### config.mk
export PLATFORM = sky130hd
export DESIGN_NAME = ristretto_imem_arbiter
export DESIGN_NICKNAME = d
export VERILOG_FILES = /design/src/rtl/ristretto_imem_arbiter.sv
export SDC_FILE = /design/constraint.sdc
export NUM_CORES = 1
export LEC_CHECK = 0
export BUFFER_PORTS_ARGS = -buffer_cell sky130_fd_sc_hd__buf_4
export CAP_MARGIN = 20
export CORE_ASPECT_RATIO = 1.4
export CORE_UTILIZATION = 35
export CTS_BUF_LIST = sky130_fd_sc_hd__clkbuf_2
export DETAILED_ROUTE_END_ITERATION = 12
export HOLD_SLACK_MARGIN = 0.08
export PLACE_DENSITY_LB_ADDON = 0.05
export SLEW_MARGIN = 20
export SYNTH_ARGS = -nofsm -noshare
export SYNTH_HDL_FRONTEND = slang
export SYNTH_SLANG_ARGS = --single-unit
### constraint.sdc
create_clock -name clk_i -period 1.92 [get_ports clk_i]
set_input_delay 0.288 -clock clk_i [delete_from_list [all_inputs] [get_ports clk_i]]
set_output_delay 0.288 -clock clk_i [all_outputs]
set_load 0.02 [all_outputs]
### src/rtl/ristretto_imem_arbiter.sv
// ristretto_imem_arbiter: round-robin sharing of one imem port between fetch (port 0) and a secondary master (port 1)
// One outstanding transaction; a watchdog aborts transactions whose response never arrives.
module ristretto_imem_arbiter #(
    parameter int DataWidth     = 32,
    parameter int AddrWidth     = 32,
    parameter int TimeoutCycles = 16
) (
    input  logic                      clk_i,
    input  logic                      rstn_i,
    input  logic [1:0]                rq_req_i,
    input  logic [1:0][AddrWidth-1:0] rq_addr_i,
    output logic [1:0]                rq_ready_o,
    output logic [1:0]                rq_valid_o,
    output logic [DataWidth-1:0]      rq_rdata_o,
    output logic                      mem_req_o,
    output logic [AddrWidth-1:0]      mem_addr_o,
    input  logic                      mem_ready_i,
    input  logic                      mem_valid_i,
    input  logic [DataWidth-1:0]      mem_rdata_i,
    output logic [1:0]                grant_o,
    output logic                      busy_o,
    output logic                      timeout_o
);
    localparam int WdW = (TimeoutCycles > 0) ? $clog2(TimeoutCycles + 1) : 1;
    localparam logic [WdW-1:0] WdLast = WdW'(TimeoutCycles - 1);

    typedef enum logic [1:0] {ARB_IDLE, ARB_WRDY, ARB_WVLD} state_t;

    state_t               state, state_nx;
    logic                 ptr, ptr_nx, win, done;
    logic [1:0]           grant_nx;
    logic [AddrWidth-1:0] addr_nx;
    logic [WdW-1:0]       wdog, wdog_nx;

    assign rq_rdata_o = mem_rdata_i;

    always_ff @(posedge clk_i or negedge rstn_i) begin
        if (!rstn_i) begin
            state      <= ARB_IDLE;
            grant_o    <= '0;
            ptr        <= 1'b0;
            mem_addr_o <= '0;
            wdog       <= '0;
        end else begin
            state      <= state_nx;
            grant_o    <= grant_nx;
            ptr        <= ptr_nx;
            mem_addr_o <= addr_nx;
            wdog       <= wdog_nx;
        end
    end

    always_comb begin
        win        = (rq_req_i == 2'b11) ? ptr : rq_req_i[1];
        state_nx   = state;
        grant_nx   = grant_o;
        ptr_nx     = ptr;
        addr_nx    = mem_addr_o;
        wdog_nx    = wdog;
        rq_ready_o = '0;
        rq_valid_o = '0;
        timeout_o  = 1'b0;
        done       = 1'b0;
        mem_req_o  = state == ARB_WRDY;
        busy_o     = state != ARB_IDLE;
        case (state)
            ARB_IDLE: if (|rq_req_i) begin
                state_nx = ARB_WRDY;
                grant_nx = win ? 2'b10 : 2'b01;
                addr_nx  = rq_addr_i[win];
            end
            ARB_WRDY: if (mem_ready_i) begin
                rq_ready_o = grant_o;
                state_nx   = ARB_WVLD;
                wdog_nx    = '0;
            end
            ARB_WVLD: begin
                // wdog counts completed wait cycles, so the abort lands on wait cycle TimeoutCycles
                if (mem_valid_i) begin
                    rq_valid_o = grant_o;
                    done       = 1'b1;
                end else if (TimeoutCycles != 0 && wdog == WdLast) begin
                    timeout_o = 1'b1;
                    done      = 1'b1;
                end else if (TimeoutCycles != 0) begin
                    wdog_nx = wdog + 1'b1;
                end
            end
            default: state_nx = ARB_IDLE;
        endcase
        if (done) begin
            state_nx = ARB_IDLE;
            grant_nx = '0;
            ptr_nx   = ~grant_o[1];
        end
    end
endmodule
==> impl_metrics.csv, run 1 <==
group,metric,value,unit
status,status,"finished, violations left",
status,violations,"negative setup slack",
setup_path,start_kind,"register",
route,dr.pass1.iters,4,
synth,synth-edff-count,0,
setup_path,worst_path_max_delay_cell,"dfrtp_1",
setup_path,path_depth,5,
synth,synth_nets,340,
sta,rsz0062_at_grt,"true",
route,wl,7.59,mm
global_route,grt_usage,20.9,%
sta,post-route-period-util,102,%
finish,drive_gt1_share,44.4,%
clocking,root_buffer,"clkbuf_2",
clocking,cts_tree,"done",
worst_hold_path,hp-class,"primary input to register",
global_route,antenna_found_initial,0,
die,start_util,36.6,%
finish,n_antenna_cell,0,
sta,fin_tns_setup,-0.0474,ns
route,drt-wirelength-per-cell,18.0,um
synth,synth_commonest_cells,"dfrtp_1 (42), o21ai_0 (36), a2bb2oi_1 (32), a311oi_1 (32), buf_4 (32)",
route,ant_nets,0,
clocking,worstSkewPairLatency,0.42,ns
global_route,grt_max_degree,43,
setup_path,cp.required,1.63,ns
synth,synth-seq-cells,42,
synth,synthCells,236,
setup_path,crit_arrival,1.68,ns
clocking,clk_pin_slew,0.24,ns
sta,period_needed,1.97,ns
clocking,cts_buffers,5,
power_and_ir_drop,report.power.total,4.97,mW
synth,synthDominantCellAreaShare,43.2,%
route,vias_per_cell,5.49,
power_and_ir_drop,p_per_area,1460,nW/um^2
synth,synth_cell_type_count,31,
global_route,grt_pass1_wl,11.7,mm
sta,slew_violations,0,
sta,tightest_slew,0.558,ns
sta,hold_violations,0,
die,io_pins,175,
synth,synth_flop_cell,"dfrtp_1",
synth,synthTopCellsByArea,"dfrtp_1 (43%), a2bb2oi_1 (12%), a311oi_1 (12%)",
sta,setup_viol,1,
finish,fin_nets,432,
setup_path,worstRegToRegCells,7,
setup_path,worst-path-buf-inv,1,
sta,timing.hold.ws,0.0928,ns
place,gp_congestion,0.740,
setup_path,critPathLaunch,"wdog[0]",
power_and_ir_drop,leakage,1.55,nW
setup_path,critical_path_class,"register to output port",
clocking,cts-htree-levels,2,
setup_path,rrSetupSlack,0.05,ns
synth,synth.most_common_cell,"dfrtp_1",
place,portBuffers,110,
clocking,clock_path_buffers,2,
power_and_ir_drop,peakVddDrop,0.000800,V
route,drc,0,
setup_path,r2r_end,"wdog[4]",
die,die_h,101,um
synth,syn_area,2430,um^2
route,drt_iter0_markers,125,
setup_path,slowest_delay,0.44,ns
route,vias,2312,
die,rows,35,
sta,fmax,0.508,GHz
synth,seq_area_frac_synth,43.2,%
setup_path,end_kind,"output port",
finish,area_growth,40.2,%
die,die_x,72.5,um
sta,clock_skew,0.0103,ns
finish,nFillCells,667,
setup_path,cp_top_family,"flip-flops",
sta,slew_headroom,62.8,%
clocking,cts.sinks,42,
setup_path,path_cells,"ha_2, and3_4, ha_4, and3b_1, buf_6",
synth,synthArstFlopShare,100,%
synth,synth_largest_area_cell,"dfrtp_1",
setup_path,worst-path-max-fanout,3,
setup_path,crit_end,"timeout_o",
global_route,grt_pass1_vias,2269,
sta,worst_slack,-0.0474,ns
place,dp_hpwl,4.94,mm
global_route,grt_overflow_total,0,
synth,avgSynthCellArea,10.3,um^2
flow_run,maxCapViolCount,0,
die,core_area,6660,um^2
setup_path,r2r_start,"wdog[0]",
die,dieArea,7300,um^2
synth,ys.warnings.count,0,
[cell usage in the layout, fill, tap and decap left out, types with 2 or more instances in the layout]
master	n
a2bb2oi_1	32
a311oi_1	32
and2_1	3
and3_1	2
buf_4	123
clkbuf_2	5
clkinv_2	2
dfrtp_1	41
dlygate4sd3_1	15
inv_1	5
mux2i_1	3
nand2_1	4
o21ai_0	35
[layout make-up]
type	instances	area, um^2	area share, %
clock buffer	5	25.0	0.734
clock inverter	3	40.0	1.17
inverter	5	18.8	0.550
multi-input combinational	134	1050	30.9
sequential	42	1050	30.9
tap	92	115	3.37
timing repair buffer	140	1100	32.4
[worst min-delay path by stage]
stage / slack (ns) / startpoint / cells after the start / to
global placement: 0.33 / rstn_i / 1 / mem_addr_o[23]
CTS: 0.08 / rq_addr_i[5] / 3 / mem_addr_o[5]
floorplan: -0.008 / rstn_i / 0 / grant_o[0]
finish: 0.09 / rq_addr_i[5] / 3 / mem_addr_o[5]
global route: 0.08 / rq_addr_i[16] / 3 / mem_addr_o[16]
detailed placement: 0.33 / rstn_i / 1 / mem_addr_o[23]
[kinds of logic (layout without fill, tap and decap cells)]
| group | Yosys count | count (layout) | synth area share [%] |
|---|---|---|---|
| AOI/OAI and AO/OA | 104 | 104 | 31.7 |
| adders and majority gates | 2 | 2 | 1.03 |
| buffers and inverters | 60 | 153 | 15.7 |
| DFF | 42 | 42 | 43.2 |
| muxes | 3 | 3 | 1.23 |
| and+or+nand+nor | 25 | 25 | 7.10 |
[power by group]
group          switching (mW)  internal [mW]  total (mW)  leakage, nW
combinational            1.47           1.39        2.86         1.03
clock                   0.329          0.216       0.545       0.0427
sequential              0.270           1.30        1.57        0.484
total                    2.07           2.90        4.97         1.55
[tightest hold or removal path, delay by kind of cell]
kind,cells,cell delay [ns]
compound gates,2,0.12
buf+inv,1,0.10
[sequential cells by signal, summed over array words and instances, names as in the netlist]
register / cells
grant_o: 2
mem_addr_o: 32
ptr: 1
state: 2
wdog: 5
[per-stage QoR]
stage / cell area [um^2] / utilization [%] / worst slack (ns) / instances
after global placement: 3110 / 46.8 / 0.0416 / 395
after detailed placement: 3110 / 46.8 / 0.0110 / 395
after CTS: 3330 / 50.0 / -0.0729 / 416
after floorplan: 2430 / - / 0.144 / 236
final: 3410 / 51.2 / -0.0474 / 421
after global routing: 3410 / 51.2 / -0.149 / 421
[timing repair]
| item | in CTS | in global routing |
|---|---|---|
| setup buffers | 3 | 1 |
| hold buffers | 10 | 5 |
| endpoints found under the hold margin | 51 | 5 |
| endpoints found under the setup margin | 4 | 6 |
| gates resized for setup | 6 | 10 |
| pin swaps | 1 | 1 |
[layer usage]
| layer | GRT usage, % | up-vias | wire length (um) |
|---|---|---|---|
| li1 | - | 1058 | - |
| met1 | 26.0 | 1130 | 3030 |
| met2 | 34.7 | 94 | 3830 |
| met3 | 3.40 | 30 | 454 |
| met4 | 10.6 | 0 | 269 |
| met5 | 0 | - | 0 |
Power figures use the tool's default switching activity.
==> run 2: changes to the inputs <==
Settings changed: CORE_UTILIZATION 35 to 39.
==> run 2 against run 1 <==
  * The run still ends with negative setup slack left
  * Cell area decreased by 7.0%
  * Combinational power decreased by 2%
  * Flip-flop and latch count is the same
  * Wire length decreased by 5.5%
  * Clock power down 31%
  * Clock-buffer cell count rose by 1
  * First-iteration DRC count rose by 35%
  * Utilization increased by 2.1 points
==> impl_metrics.csv, run 2 (same netlist as run 1, synthesis figures left out) <==
group,metric,value,unit
global_route,antenna_found_initial,0,
finish,final_cell_mix,"buf_4 (119), dfrtp_1 (41), o21ai_0 (36)",
route,wl,7.17,mm
die,rows,33,
sta,post-route-period-util,102,%
route,ant_nets,0,
finish,largest_reg_flops,32,
sta,setup_viol,1,
setup_path,r2r_end,"wdog[3]",
clocking,cts.sinks,42,
die,start_util,40.9,%
global_route,grt_overflow_total,0,
finish,fin_nets,415,
worst_hold_path,holdPathEnd,"mem_addr_o[15]",
die,io_pins,175,
global_route,grt_usage,22.6,%
clocking,cts-htree-levels,2,
sta,slew_headroom,63.0,%
route,drc,0,
setup_path,worst-path-max-fanout,4,
clocking,cts_tree,"done",
setup_path,end_kind,"output port",
clocking,clk_pin_slew,0.21,ns
sta,period_needed,1.95,ns
power_and_ir_drop,p_per_area,1500,nW/um^2
sta,rsz0062_at_grt,"true",
clocking,root_buffer,"clkbuf_2",
clocking,clock_path_buffers,2,
sta,timing.hold.ws,0.124,ns
setup_path,critical_path_class,"register to output port",
global_route,grt_max_degree,43,
sta,worst_slack,-0.0324,ns
die,dieArea,6560,um^2
route,vias,2229,
place,dp_hpwl,4.77,mm
route,dr.pass1.iters,6,
finish,area_growth,30.3,%
setup_path,rrSetupSlack,0.05,ns
setup_path,start_kind,"register",
power_and_ir_drop,peakVddDrop,0.000852,V
status,violations,"negative setup slack",
sta,fmax,0.512,GHz
global_route,grt_pass1_vias,2167,
finish,reg.largest.list,"mem_addr_o: 32 flops, wdog: 5 flops",
sta,hold_violations,0,
power_and_ir_drop,leakage,1.46,nW
setup_path,worstRegToRegCells,6,
clocking,cts_buffers,5,
die,die_h,95.5,um
sta,tightest_slew,0.555,ns
finish,n_antenna_cell,0,
flow_run,maxCapViolCount,0,
sta,clock_skew,0.0158,ns
setup_path,cp.required,1.63,ns
route,drt_iter0_markers,169,
worst_hold_path,min_from,"rq_addr_i[15]",
place,gp_congestion,0.761,
sta,fin_tns_setup,-0.0324,ns
route,drt-wirelength-per-cell,18.8,um
place,portBuffers,110,
worst_hold_path,hp-class,"primary input to register",
finish,drive_gt1_share,43.6,%
finish,max_flop_register,"mem_addr_o",
finish,nFillCells,584,
status,status,"finished, violations left",
worst_hold_path,hold_depth,3,
global_route,grt_pass1_wl,10.9,mm
finish,final_common_cell,"buf_4",
die,die_x,68.8,um
die,core_area,5950,um^2
setup_path,r2r_start,"wdog[0]",
clocking,worstSkewPairLatency,0.39,ns
sta,slew_violations,0,
setup_path,crit_arrival,1.66,ns
route,vias_per_cell,5.84,
run 2: final cells by class:
cell class / count / area (um^2) / share of cell area (%)
inverter: 5 / 18.8 / 0.592
tap: 70 / 87.6 / 2.76
clock inverter: 2 / 8.76 / 0.276
multi-input combinational: 134 / 1030 / 32.5
timing repair buffer: 123 / 945 / 29.8
clock buffer: 6 / 30.0 / 0.947
sequential: 42 / 1050 / 33.2
run 2: critical path: stages, from the launching register on:
cell and delay, ns:
dfrtp_1 0.45, ha_2 0.19, and3_4 0.18, ha_4 0.16, and3b_1 0.17, buf_6 0.13
run 2: routing by layer:
metal  GRT usage [%]  vias to the layer above  part of all wire (%)  routed length (um)
met5               0                        -                     0                   0
met4            10.2                        0                   3.3                 237
met3            4.31                       24                   6.4                 457
met2            36.4                       85                    49                3530
met1            28.7                     1094                    41                2950
li1                -                     1026                     -                   -
run 2: timing repair:
item / 4_1_cts / 5_1_grt
pin swaps: 1 / 0
hold buffers: 1 / 1
setup endpoints to repair: 6 / 5
endpoints found under the hold margin: 42 / 1
setup buffers: 2 / 1
resized for setup: 5 / 4
run 2: through the flow:
step	util, %	area [um^2]	cells	power (mW)	worst slack (ns)
after global routing	53.3	3170	382	5.08	-0.133
after detailed placement	51.5	3060	370	4.35	-0.0529
final	53.3	3170	382	4.75	-0.0324
after CTS	53.0	3150	381	4.77	-0.0635
after floorplan	-	2430	236	3.38	0.144
after global placement	51.5	3060	370	4.33	0.0571
run 2: how the worst max path moves through the flow:
stage | startpoint | to | cells past startpoint | slack (ns)
4_1_cts | wdog[0] | timeout_o | 5 | -0.06
3_3_place_gp | wdog[0] | wdog[1] | 6 | 0.06
3_5_place_dp | wdog[0] | wdog[3] | 6 | -0.05
6_report | wdog[0] | timeout_o | 5 | -0.03
5_1_grt | wdog[1] | timeout_o | 5 | -0.13
2_1_floorplan | wdog[0] | wdog[4] | 6 | 0.14
run 2: power by group:
| part | leakage (nW) | switching [mW] | total [mW] | internal, mW |
|---|---|---|---|---|
| Clock | 0.0304 | 0.286 | 0.376 | 0.0897 |
| Sequential | 0.484 | 0.267 | 1.56 | 1.30 |
| Combinational | 0.945 | 1.46 | 2.81 | 1.35 |
==> run 3: changes to the inputs <==
--- a/config.mk
+++ b/config.mk
@@ -10,3 +10,3 @@
 export CORE_ASPECT_RATIO = 1.4
-export CORE_UTILIZATION = 39
+export CORE_UTILIZATION = 42
 export CTS_BUF_LIST = sky130_fd_sc_hd__clkbuf_2
==> constraint.sdc (replaced) <==
create_clock -name clk_i -period 1.92 [get_ports clk_i]
set_input_delay 0.192 -clock clk_i [delete_from_list [all_inputs] [get_ports clk_i]]
set_output_delay 0.192 -clock clk_i [all_outputs]
set_load 0.02 [all_outputs]
==> run 3 against run 2 <==
  * The flow now finishes without violations
  * Die area fell by 7.0%
  * Power is 2.2% higher
  * Highest routed layer unchanged
  * Clock skew decreased by 0.0037 ns
==> impl_metrics.csv, run 3 (same netlist as run 1, synthesis figures left out) <==
group,metric,value,unit
power_and_ir_drop,leakage,1.69,nW
route,dr.pass1.iters,4,
clocking,clock_path_buffers,2,
die,io_pins,175,
route,drc,0,
finish,multi_input_area,1020,um^2
clocking,cts-htree-levels,2,
sta,rsz0062_at_grt,"true",
sta,slew_headroom,62.6,%
global_route,use_met3,4.98,%
die,die_x,66.3,um
route,ant_nets,0,
clocking,cts.sinks,42,
flow_run,maxCapViolCount,0,
sta,post-route-period-util,97.3,%
place,portBuffers,110,
clocking,cts_buffers,5,
finish,n_antenna_cell,0,
global_route,grt_overflow_total,0,
finish,reg.largest.list,"mem_addr_o: 32 flops, wdog: 5 flops",
finish,stdcell_count,436,
place,gp_congestion,0.788,
power_and_ir_drop,p_per_area,1300,nW/um^2
global_route,antenna_found_initial,0,
sta,slew_violations,0,
setup_path,critical_path_class,"register to output port",
worst_hold_path,hp-class,"primary input to register",
place,dp_slack,0.0272,ns
finish,final_common_cell,"buf_4",
sta,clock_skew,0.0122,ns
route,drt_iter0_markers,175,
global_route,grt_pass1_vias,2535,
sta,fin_tns_setup,0,ns
global_route,gr-usage-met1,31.9,%
die,dieArea,6110,um^2
finish,largest_reg_flops,32,
finish,seq_area,1050,um^2
global_route,grt_max_degree,43,
global_route,use_met2,43.4,%
global_route,grt_pass1_wl,12.2,mm
sta,period_needed,1.87,ns
clocking,root_buffer,"clkbuf_2",
setup_path,worst-path-max-fanout,4,
place,dp_hpwl,4.91,mm
finish,final_cell_mix,"buf_4 (122), dlygate4sd3_1 (56), dfrtp_1 (42)",
route,vias_per_cell,5.69,
die,start_util,43.7,%
sta,setup_viol,0,
clocking,worstSkewPairLatency,0.40,ns
finish,nFillCells,452,
global_route,grt_usage,26.3,%
die,rows,32,
clocking,clk_pin_slew,0.22,ns
clocking,cts_tree,"done",
sta,hold_violations,0,
route,wl,7.79,mm
status,status,"completed",
setup_path,end_kind,"output port",
power_and_ir_drop,report.power.total,4.85,mW
place,dp_cells,371,
die,die_h,92.1,um
sta,fmax,0.535,GHz
route,vias,2480,
finish,max_flop_register,"mem_addr_o",
power_and_ir_drop,peakVddDrop,0.000831,V
finish,area_growth,52.9,%
finish,fin_nets,472,
sta,tightest_slew,0.561,ns
setup_path,crit_arrival,1.68,ns
route,drt-wirelength-per-cell,17.9,um
die,core_area,5570,um^2
finish,drive_gt1_share,37.2,%
setup_path,cp.required,1.73,ns
setup_path,start_kind,"register",
sta,worst_slack,0.0521,ns
global_route,grt-busiest-layer,"met2",
run 3: cell types whose count changed in the layout (fill, tap and decap cells not counted), sizes merged:
cell / delta
clkbuf: -1
buf: +3
dlygate4sd3: +54
run 3: timing repair:
action                                  in CTS  in global routing
resized for setup                            2                  4
endpoints found under the hold margin       75                  1
buffers inserted                             1                  1
pin swaps                                    0                  1
hold buffers                                55                  1
cloned                                       0                  0
endpoints found under the setup margin       3                  5
run 3: area by class of cell:
| class | count | share of cell area, % |
|---|---|---|
| clock buffer | 5 | 0.673 |
| clock inverter | 2 | 0.269 |
| inverter | 5 | 0.505 |
| multi-input combinational | 134 | 27.5 |
| sequential | 42 | 28.3 |
| tap | 68 | 2.29 |
| timing repair buffer | 180 | 40.5 |
run 3: report_power, final:
group	switching [mW]	internal [mW]
logic	1.46	1.44
registers	0.276	1.29
clock network	0.295	0.0791
run 3: layer usage:
layer,wire length [um],up-vias
li1,-,1135
met1,3000,1210
met2,4020,97
met3,436,38
met4,330,0
met5,0,-
run 3: metrics by stage:
| stage | util, % | cell area, um^2 | hold slack (ns) |
|---|---|---|---|
| 2_1_floorplan | - | 2430 | -0.104 |
| 3_3_place_gp | 55.4 | 3080 | 0.217 |
| 3_5_place_dp | 55.4 | 3080 | 0.220 |
| 4_1_cts | 66.1 | 3680 | 0.0820 |
| 5_1_grt | 66.8 | 3720 | 0.0912 |
| 6_report | 66.8 | 3720 | 0.0931 |
run 3: path summary, 6_finish.rpt:
kind	startpoint	to	slack, ns	cells past startpoint
max in group asynchronous	rstn_i	wdog[4]	1.25	2
worst min register to register	wdog[3]	wdog[3]	0.50	1
worst max-delay path	wdog[1]	timeout_o	0.05	5
worst max register to register	wdog[1]	wdog[4]	0.10	6
worst min-delay path	rq_addr_i[39]	mem_addr_o[7]	0.09	3
min in group asynchronous	rstn_i	mem_addr_o[20]	0.26	2
run 3: critical path, cell delays in order, from the launching register on:
cell     delay (ns)
dfrtp_1        0.45
ha_2           0.20
and3_4         0.18
ha_4           0.16
and3b_1        0.17
buf_6          0.13
